<file path="config.mk">
export PLATFORM = sky130hd
export DESIGN_NAME = serial_operand_recover
export DESIGN_NICKNAME = d
export VERILOG_FILES = /design/src/rtl/serial_operand_recover_pkg.sv /design/src/rtl/full_subtractor_bit.sv /design/src/rtl/serial_operand_recover.sv
export SDC_FILE = /design/constraint.sdc
export NUM_CORES = 1
export LEC_CHECK = 0
export BUFFER_PORTS_ARGS = -buffer_cell sky130_fd_sc_hd__buf_2
export CORE_AREA = 2 2 60 62
export CTS_BUF_LIST = sky130_fd_sc_hd__clkbuf_16
export DETAILED_ROUTE_END_ITERATION = 7
export DIE_AREA = 0 0 62 64
export SETUP_SLACK_MARGIN = 0.3
export SYNTH_ARGS = -nofsm -noshare
export SYNTH_HDL_FRONTEND = slang
export SYNTH_SLANG_ARGS = --single-unit
</file>
<file path="constraint.sdc">
create_clock -name clk -period 2.3 [get_ports clk]
set_clock_uncertainty 0.2 [all_clocks]
set_input_delay 0.46 -clock clk [delete_from_list [all_inputs] [get_ports clk]]
set_output_delay 0.46 -clock clk [all_outputs]
set_load 0.005 [all_outputs]
</file>
<file path="src/rtl/serial_operand_recover_pkg.sv">
// Shared types and sizing for the bit-serial operand recovery block.
package serial_operand_recover_pkg;

  typedef enum logic [1:0] {
    IDLE  = 2'd0,
    SHIFT = 2'd1,
    DONE  = 2'd2
  } state_t;

  // Default addend width and the matching bit-counter width (counts 0..WIDTH).
  localparam int DEF_WIDTH = 4;
  localparam int CNT_W     = $clog2(DEF_WIDTH + 2);

  // Counter width for an arbitrary addend width.
  function automatic int cnt_bits(input int w);
    return $clog2(w + 2);
  endfunction

endpackage

</file>
<file path="src/rtl/full_subtractor_bit.sv">
// One-bit full subtractor cell: d = s - a - bin, bout set on underflow.
module full_subtractor_bit (
  input  logic s,
  input  logic a,
  input  logic bin,
  output logic d,
  output logic bout
);

  // Difference bit and borrow-out for a single bit position.
  always_comb begin
    d    = s ^ a ^ bin;
    bout = (~s & a) | (~(s ^ a) & bin);
  end

endmodule

</file>
<file path="src/rtl/serial_operand_recover.sv">
// Recovers addend b = sum - a by LSB-first bit-serial subtraction, one bit
// per clock, with valid/ready handshakes on both sides.
module serial_operand_recover
  import serial_operand_recover_pkg::*;
#(
  parameter int WIDTH = DEF_WIDTH
) (
  input  logic             clk,
  input  logic             rst,
  input  logic             in_valid,
  output logic             in_ready,
  input  logic [WIDTH:0]   sum_in,
  input  logic [WIDTH-1:0] a_in,
  output logic             out_valid,
  input  logic             out_ready,
  output logic [WIDTH-1:0] b_out,
  output logic             err
);

  localparam int CW = (WIDTH == DEF_WIDTH) ? CNT_W : cnt_bits(WIDTH);
  localparam logic [CW-1:0] LAST_BIT = CW'(WIDTH);

  state_t           state_reg;
  logic [WIDTH:0]   sum_sh_reg;
  logic [WIDTH:0]   a_sh_reg;
  logic [WIDTH-1:0] res_reg;
  logic             borrow_reg;
  logic             primed_reg;
  logic [CW-1:0]    cnt_reg;
  logic             in_ready_reg;
  logic             out_valid_reg;
  logic [WIDTH-1:0] b_out_reg;
  logic             err_reg;

  logic             d_bit;
  logic             borrow_next;
  logic [WIDTH:0]   diff_next;

  full_subtractor_bit u_fsb (
    .s    (sum_sh_reg[0]),
    .a    (a_sh_reg[0]),
    .bin  (borrow_reg),
    .d    (d_bit),
    .bout (borrow_next)
  );

  // Result bits collected so far sit in res_reg; the current bit lands on top,
  // so on the last bit cycle diff_next is the complete WIDTH+1 bit difference.
  assign diff_next = {d_bit, res_reg};

  // Control FSM with shift datapath and registered handshake/result outputs.
  // The first SHIFT cycle after capture is an alignment cycle (primed_reg=0);
  // the following WIDTH+1 cycles each resolve one difference bit.
  always_ff @(posedge clk or posedge rst) begin
    if (rst) begin
      state_reg     <= IDLE;
      sum_sh_reg    <= '0;
      a_sh_reg      <= '0;
      res_reg       <= '0;
      borrow_reg    <= 1'b0;
      primed_reg    <= 1'b0;
      cnt_reg       <= '0;
      in_ready_reg  <= 1'b1;
      out_valid_reg <= 1'b0;
      b_out_reg     <= '0;
      err_reg       <= 1'b0;
    end else begin
      case (state_reg)
        IDLE: begin
          if (in_valid && in_ready_reg) begin
            sum_sh_reg   <= sum_in;
            a_sh_reg     <= {1'b0, a_in};
            res_reg      <= '0;
            borrow_reg   <= 1'b0;
            primed_reg   <= 1'b0;
            cnt_reg      <= '0;
            in_ready_reg <= 1'b0;
            state_reg    <= SHIFT;
          end
        end
        SHIFT: begin
          if (!primed_reg) begin
            primed_reg <= 1'b1;
          end else begin
            sum_sh_reg <= sum_sh_reg >> 1;
            a_sh_reg   <= a_sh_reg >> 1;
            borrow_reg <= borrow_next;
            res_reg    <= diff_next[WIDTH:1];
            cnt_reg    <= cnt_reg + 1'b1;
            if (cnt_reg == LAST_BIT) begin
              // Negative (final borrow) or too large for WIDTH bits.
              b_out_reg     <= diff_next[WIDTH-1:0];
              err_reg       <= borrow_next | diff_next[WIDTH];
              out_valid_reg <= 1'b1;
              state_reg     <= DONE;
            end
          end
        end
        DONE: begin
          if (out_ready) begin
            out_valid_reg <= 1'b0;
            in_ready_reg  <= 1'b1;
            state_reg     <= IDLE;
          end
        end
        default: begin
          state_reg     <= IDLE;
          in_ready_reg  <= 1'b1;
          out_valid_reg <= 1'b0;
        end
      endcase
    end
  end

  assign in_ready  = in_ready_reg;
  assign out_valid = out_valid_reg;
  assign b_out     = b_out_reg;
  assign err       = err_reg;

endmodule

</file>
# After elaboration in Yosys (flattened, before gate mapping)
# Index checks and enable logic that the tools add are counted.
# totals
regBits	28
latch_bits	0
ramBits	0
romBits	0
output_inout_bits	7
mem_count	0
# classes
add_sub_neg	1
n_mul	0
div_mod_pow	0
order_cmp	0
n_eq_ne	7
shifts	0
mux	27
n_bitwise	10
n_reduce_logical	9
# ops
op	n
5-bit 2-to-1 mux	4
5-bit one-hot mux with 2 select lines	2
3-bit AND reduction	3
2-bit 2-to-1 mux	4
4-bit 2-to-1 mux	2
2-bit != test (second input constant)	4
4-bit one-hot mux with 2 select lines	1
4-bit AND reduction	2
1-bit 2-to-1 mux	6
3-bit 2-to-1 mux	2
1-bit one-hot mux with 3 select lines	2
2-bit one-hot mux with 3 select lines	1
3-bit one-hot mux with 2 select lines	1
1-bit NOT	4
1-bit one-hot mux with 2 select lines	2
3-bit by 1-bit adder with 3-bit output (second input constant)	1
3-bit equality test (second input constant)	1
1-bit AND	2
2-bit by 1-bit equality test with 1-bit output (second input constant)	1
2-bit equality test (second input constant)	1
2-bit zero test	1
1-bit bitwise OR	2
2-bit AND reduction	1
2-bit nonzero test	1
2 further kinds	3

# Longest topological paths before layout
# Gate-level depths: netlist (run 1).
# depth
depth_word	6
ltp_mapped	5
ltp_nobuf	5

# Hierarchy
# A second synthesis (run 1) with hierarchy kept.
# unflattened
cells_unflattened	90
hier_area_um2	1256.2
# modules_own_cells
module	instances	cells_per_inst	area_per_inst_um2
serial_operand_recover	1	86	1224.9
full_subtractor_bit	1	4	31.3

# Worst setup path after synthesis (run 1)
# Ideal clock, no wire load.
# synth_timing
path_type	flip-flop to flip-flop
start	reg in_ready_reg, in the netlist in_ready
end	reg cnt_reg[0]
setup_ps	125
arrival_time_ps	1296
required_ps	1975
slack_ps	679
path_stages_with_launch	5
period_less_slack_ps	1621
cell_sequence	dfstp_2 -> and4bb_2 -> nor2_8 -> buf_6 -> mux2_2
# synth_via
elab_chain_cells	3
# synth_lines
element	line_no	text
start, declared	serial_operand_recover.sv:30	logic in_ready_reg;
start signal, assigned	serial_operand_recover.sv:63	in_ready_reg <= 1'b1;
start signal, assigned	serial_operand_recover.sv:77	in_ready_reg <= 1'b0;
start signal, assigned	serial_operand_recover.sv:102	in_ready_reg <= 1'b1;
1-bit logical AND	serial_operand_recover.sv:70	if (in_valid && in_ready_reg) begin
2-bit != test (no line)	--	
3-bit AND reduction (no line)	--	
end signal, assigned	serial_operand_recover.sv:89	cnt_reg <= cnt_reg + 1'b1;
end, declared	serial_operand_recover.sv:29	logic [CW-1:0] cnt_reg;
# Every way passes these cells.
# A chain may end at the register's enable or synchronous reset.

# Final worst setup path (run 1)
# layout_timing
start	reg state_reg[1]
end	reg a_sh_reg[0]
# layout_via
elab_chain_cells	3
# layout_lines
element	line_no	text
start, declared	serial_operand_recover.sv:23	state_t state_reg;
start signal, assigned	serial_operand_recover.sv:56	state_reg <= IDLE;
start signal, assigned	serial_operand_recover.sv:78	state_reg <= SHIFT;
start signal, assigned	serial_operand_recover.sv:95	state_reg <= DONE;
2-bit by 1-bit equality test with 1-bit output or 2-bit zero test (tied branches)	serial_operand_recover.sv:68	case (state_reg)
2-bit != test (no line) or 2-bit nonzero test (tied branches)	--	
3-bit AND reduction (no line)	--	
end signal, assigned	serial_operand_recover.sv:72	a_sh_reg <= {1'b0, a_in};
end signal, assigned	serial_operand_recover.sv:86	a_sh_reg <= a_sh_reg >> 1;
end, declared	serial_operand_recover.sv:25	logic [WIDTH:0] a_sh_reg;
# Parallel ways exist; a longest one is shown, timed or not.

==> metrics.yaml, run 1 <==
r2r_setup_slack_ns: 0.49
track_usage_pct: 11.0
path_buf_inv: 0
ant_nets: 0
syn-num-nets: 104
ys_ff_latch: 27
fmax_mhz: 553
gp_congestion: 0.668
die-area_um2: 3970
synth_most_common_cell: "dfrtp_1"
synth_warnings: 0
totalWireLength_um: 1930
largest_reg_flops: 5
period_needed_ns: 1.81
ctsHoldBuffers: 0
clock_latency_ns: 0.26
rsz0062_at_grt: "no"
seq_area_frac_synth_pct: 53.9
wl_per_cell_um: 12.4
synth_common_cells: "dfrtp_1, mux2_2, a22o_1"
drt_iter0_drc: 29
instances_no_fill: 155
floorplan.initialDensity_pct: 38.2
num_rows: 21
fin_crit_sh_pct: 78.7
syn_to_final_growth_pct: 16.8
netlist_area_um2: 1250
post-place-cells: 151
clock_path_buffers: 2
hold_class: "in -> async"
antenna_found_initial: 0
path_clk_slew_ns: 0.07
dr.pass1.iters: 4
io_pins: 20
slew_viol_final: 0
drive_gt1_share_pct: 44.0
ys_async_sr_fraction_pct: 100
max-cap-violations: 0
crit_chain: "and3b_1, nor2_8, mux2_2"
slew_headroom_pct: 71.3
synthCells: 88
cts_buffers: 3
grt_max_degree: 28
cts_sinks: 27
setup_tns_ns: 0
ir_worst_vdd_v: 0.000618
drc: 0
synth.area.top_cells: "dfrtp_1, mux2_2, mux2_4"
fp.dieH_um: 64
hold_viol_final: 0
antenna_cells: 0
grt_pass1_wl_um: 3180
globalRouteOverflowTotal: 0
arrival_ns: 1.75
synth.top_cell.area_share_pct: 51.8
cp-start-kind: "register"
crit_path_end_kind: "register"
portBuffers: 19
viasPerCell: 4.62
core_area_um2: 3280
powerDensity_nw_per_um2: 1300
power_w: 0.00190
root_buffer: "clkbuf_16"
avgSynthCellArea_um2: 14.3
cp.required_ns: 2.25
hold_slack_ns: 0.0421
finalSetupViolations: 0
crit_type: "reg -> reg"
tightestPinTransition_ns: 0.430
critical_path.top_delay_family: "simple AND/OR/NAND/NOR gates"
synth_cell_types: 26
slowest_stage: "dfrtp_1"
grt_pass1_vias: 706
dpl.hpwl_um: 1340
synth_edf_count: 0
yosys_most_used_dff: "dfrtp_1"
num_vias: 716
yosys.area.top_type: "dfrtp_1"
power.leakage_nw: 0.746
cp_slowest_stage_delay_ns: 0.45
status: "finished, final reports clean"
die_w_um: 62
htree_levels: 1
worstPathMaxFanout: 17
cts_tree: "built"
fin_nets: 126
-- per-stage QoR --
| step | setup slack (ns) | cell area, µm² | util [%] |
|---|---|---|---|
| after floorplan | 0.679 | 1250 | - |
| after global placement | 0.421 | 1380 | 42.1 |
| after detailed placement | 0.381 | 1380 | 42.1 |
| after CTS | 0.370 | 1460 | 44.6 |
| after global routing | 0.381 | 1470 | 44.6 |
| final | 0.491 | 1470 | 44.6 |
-- cells in the final DEF (no fill, tap or decap) --
master and instances:
a211o_1 1, a21o_1 2, a21oi_1 1, a22o_1 7, a31o_2 1, and3b_1 1, and4bb_2 1, buf_2 19
buf_4 1, clkbuf_16 3, clkinvlp_4 1, dfrtp_1 26, dfstp_2 1, fa_1 1, ha_1 2, inv_1 6
mux2_2 12, mux2_4 6, mux2i_1 2, nand2_1 2, nand2b_1 1, nand2b_2 1, nand3_1 1, nand3b_1 2
nor2_1 1, nor2_4 1, nor2_8 1, nor3b_1 3, o21ai_0 1, o2bb2ai_1 1
-- what timing repair did --
| item | 4_1_cts | 5_1_grt |
|---|---|---|
| gates resized for setup | 0 | 1 |
| setup endpoints to repair | 0 | 2 |
| buffers inserted | 0 | 0 |
-- layer usage --
metal  global-route usage (%)  part of all wire [%]  vias to the layer above
li1                         -                     -                      355
met1                     14.2                    51                      336
met2                     16.5                    42                       23
met3                     4.25                   4.9                        2
met4                     3.99                   1.1                        0
met5                        0                     0                        -
-- worst paths after layout --
kind / start / to / cells past startpoint
min in group clk: sum_in[4] / sum_sh_reg[4] / 2
worst max register to register: state_reg[1] / a_sh_reg[0] / 3
max in group asynchronous: rst / in_ready / 3
worst min-delay path: rst / res_reg[3] / 3
worst max-delay path: state_reg[1] / a_sh_reg[0] / 3
worst min register to register: out_valid / out_valid / 1
-- final cells by class --
cell class	instances	area, µm²
fill	306	1820
sequential	27	677
multi-input combinational	52	524
timing repair buffer	20	103
clock buffer	3	75.1
tap	46	57.6
inverter	6	22.5
clock inverter	1	7.51
-- power breakdown --
part	total, W	internal [W]	switching, W
clock network	0.000394	0.000236	0.000158
registers	0.000809	0.000676	0.000133
logic	0.000697	0.000400	0.000297
-- tightest hold or removal path: stages --
cell   delay [ns]
buf_2        0.09
inv_1        0.04
buf_4        0.31
-- logic make-up after synthesis --
group / synth area share (%)
DFF: 53.9
muxes: 19.5
and+or+nand+nor: 9.47
buffers and inverters: 4.49
adders and majority gates: 3.59
AOI/OAI and AO/OA: 8.97
(Power assumes the default switching activity.)
==> run 2, diff against run 1 <==
==> constraint.sdc (replaced) <==
create_clock -name clk -period 1.6 [get_ports clk]
set_clock_uncertainty 0.2 [all_clocks]
set_input_delay 0.32 -clock clk [delete_from_list [all_inputs] [get_ports clk]]
set_output_delay 0.32 -clock clk [all_outputs]
set_load 0.005 [all_outputs]
==> metrics.yaml, run 2 (same netlist as run 1, synthesis figures left out) <==
status: "finished, final reports clean"
r2r_setup_slack_ns: 0.007
cp_slowest_stage_delay_ns: 0.38
clock_path_buffers: 2
final_cell_mix: "dfrtp_1, buf_4, buf_2"
dr.pass1.iters: 2
max-cap-violations: 0
holdPathEnd: "a_sh_reg[3]"
viasPerCell: 4.76
worstPathMaxFanout: 6
syn_to_final_growth_pct: 40.9
num_rows: 21
min_path_cells: 2
slowest_stage: "dfrtp_1"
track_usage_pct: 13.7
grt_max_degree: 28
multi_input_area_um2: 617
crit_type: "reg -> reg"
finalSetupViolations: 0
fin_nets: 152
antenna_cells: 0
clock_latency_ns: 0.26
holdCritStartpoint: "a_in[3]"
portBuffers: 19
r2r-start: "cnt_reg[0]"
die_w_um: 62
drt_iter0_drc: 27
n_fill_cell: 286
worstRegToRegCells: 5
globalRouteOverflowTotal: 0
grt_pass1_wl_um: 3940
cts_sinks: 27
totalWireLength_um: 2430
ir_worst_vdd_v: 0.00105
drive_gt1_share_pct: 57.8
grt_pass1_vias: 866
slew_headroom_pct: 77.8
period_needed_ns: 1.59
final_common_cell: "dfrtp_1"
register_area_um2: 678
layout_setup_ws_ns: 0.00663
setup_tns_ns: 0
root_buffer: "clkbuf_16"
fp.dieH_um: 64
htree_levels: 1
num_vias: 861
cts_buffers: 3
antenna_found_initial: 0
gp_congestion: 0.744
io_pins: 20
die-area_um2: 3970
drc: 0
rsz0062_at_grt: "yes"
hold_class: "in -> reg"
crit_chain: "inv_1, ha_2, nand3_4, nor2_4, mux2_4"
floorplan.initialDensity_pct: 38.2
tightestPinTransition_ns: 0.333
fmax_mhz: 628
cts_tree: "built"
cp-start-kind: "register"
cp.required_ns: 1.54
wl_per_cell_um: 13.4
crit_path_end_kind: "register"
slew_viol_final: 0
fin_crit_sh_pct: 99.6
ant_nets: 0
powerDensity_nw_per_um2: 1910
r2r-end: "b_out[2]"
core_area_um2: 3280
power.leakage_nw: 0.921
hold_viol_final: 0
path_clk_slew_ns: 0.06
path_buf_inv: 1
arrival_ns: 1.53
critical_path.top_delay_family: "flip-flops"
dpl.hpwl_um: 1600
largest_reg_flops: 5
place_ws_ns: -0.0253
[run 2: changes by cell type in the layout (fill, tap and decap cells not counted), moves of 5 or more]
cell    before  now
buf_6        0    5
buf_4        1   21
mux2_2      12    2
mux2_4       6   16
[run 2: cell type report]
cell class,count,area share [%]
sequential,27,38.4
multi-input combinational,53,34.9
timing repair buffer,45,17.8
clock buffer,3,4.25
tap,46,3.26
inverter,6,1.27
clock inverter,1,0.212
[run 2: power breakdown]
group | total, W | leakage, nW | internal [W] | switching, W
clock network | 0.000548 | 0.0423 | 0.000334 | 0.000214
logic | 0.00167 | 0.541 | 0.00103 | 0.000637
registers | 0.00117 | 0.337 | 0.000975 | 0.000190
[run 2: through the flow]
| step | cell area [µm²] | hold WS [ns] | std cells | power [W] | utilization [%] |
|---|---|---|---|---|---|
| 2_1_floorplan | 1290 | 0.172 | 88 | 0.00210 | - |
| 3_3_place_gp | 1500 | 0.195 | 163 | 0.00238 | 45.8 |
| 3_5_place_dp | 1500 | 0.198 | 163 | 0.00242 | 45.8 |
| 4_1_cts | 1650 | 0.0867 | 174 | 0.00315 | 50.4 |
| 5_1_grt | 1770 | 0.0900 | 181 | 0.00364 | 53.8 |
| 6_report | 1770 | 0.0914 | 181 | 0.00338 | 53.8 |
[run 2: metal layers]
metal,wire length (µm),GRT usage [%],vias up
met5,0,0,-
met3,65,3.85,4
met4,43,6.65,0
li1,-,-,410
met2,1210,21.4,13
met1,1100,16.8,434
[run 2: worst reg2reg max path: stages, from the launching register on]
cell and delay [ns]:
dfrtp_1 0.38, inv_1 0.06, ha_2 0.18, nand3_4 0.08, nor2_4 0.24, mux2_4 0.33
[run 2: how the worst max path moves through the flow]
stage / startpoint / endpoint / slack [ns] / cells past startpoint
floorplan: in_ready / cnt_reg[0] / -0.02 / 4
global placement: in_valid / sum_sh_reg[3] / -0.005 / 4
detailed placement: in_valid / a_sh_reg[0] / -0.03 / 4
CTS: state_reg[1] / borrow_reg / 0.03 / 4
global route: cnt_reg[0] / b_out[2] / -0.06 / 5
finish: cnt_reg[0] / b_out[2] / 0.007 / 5
[run 2: repair_timing]
| action | 4_1_cts | 5_1_grt |
|---|---|---|
| hold endpoints to repair | 26 | 0 |
| gates resized for setup | 5 | 12 |
| gates cloned | 1 | 0 |
| pin swaps | 9 | 5 |
| hold buffers | 1 | 0 |
| endpoints found under the setup margin | 28 | 32 |
| setup buffers | 5 | 7 |
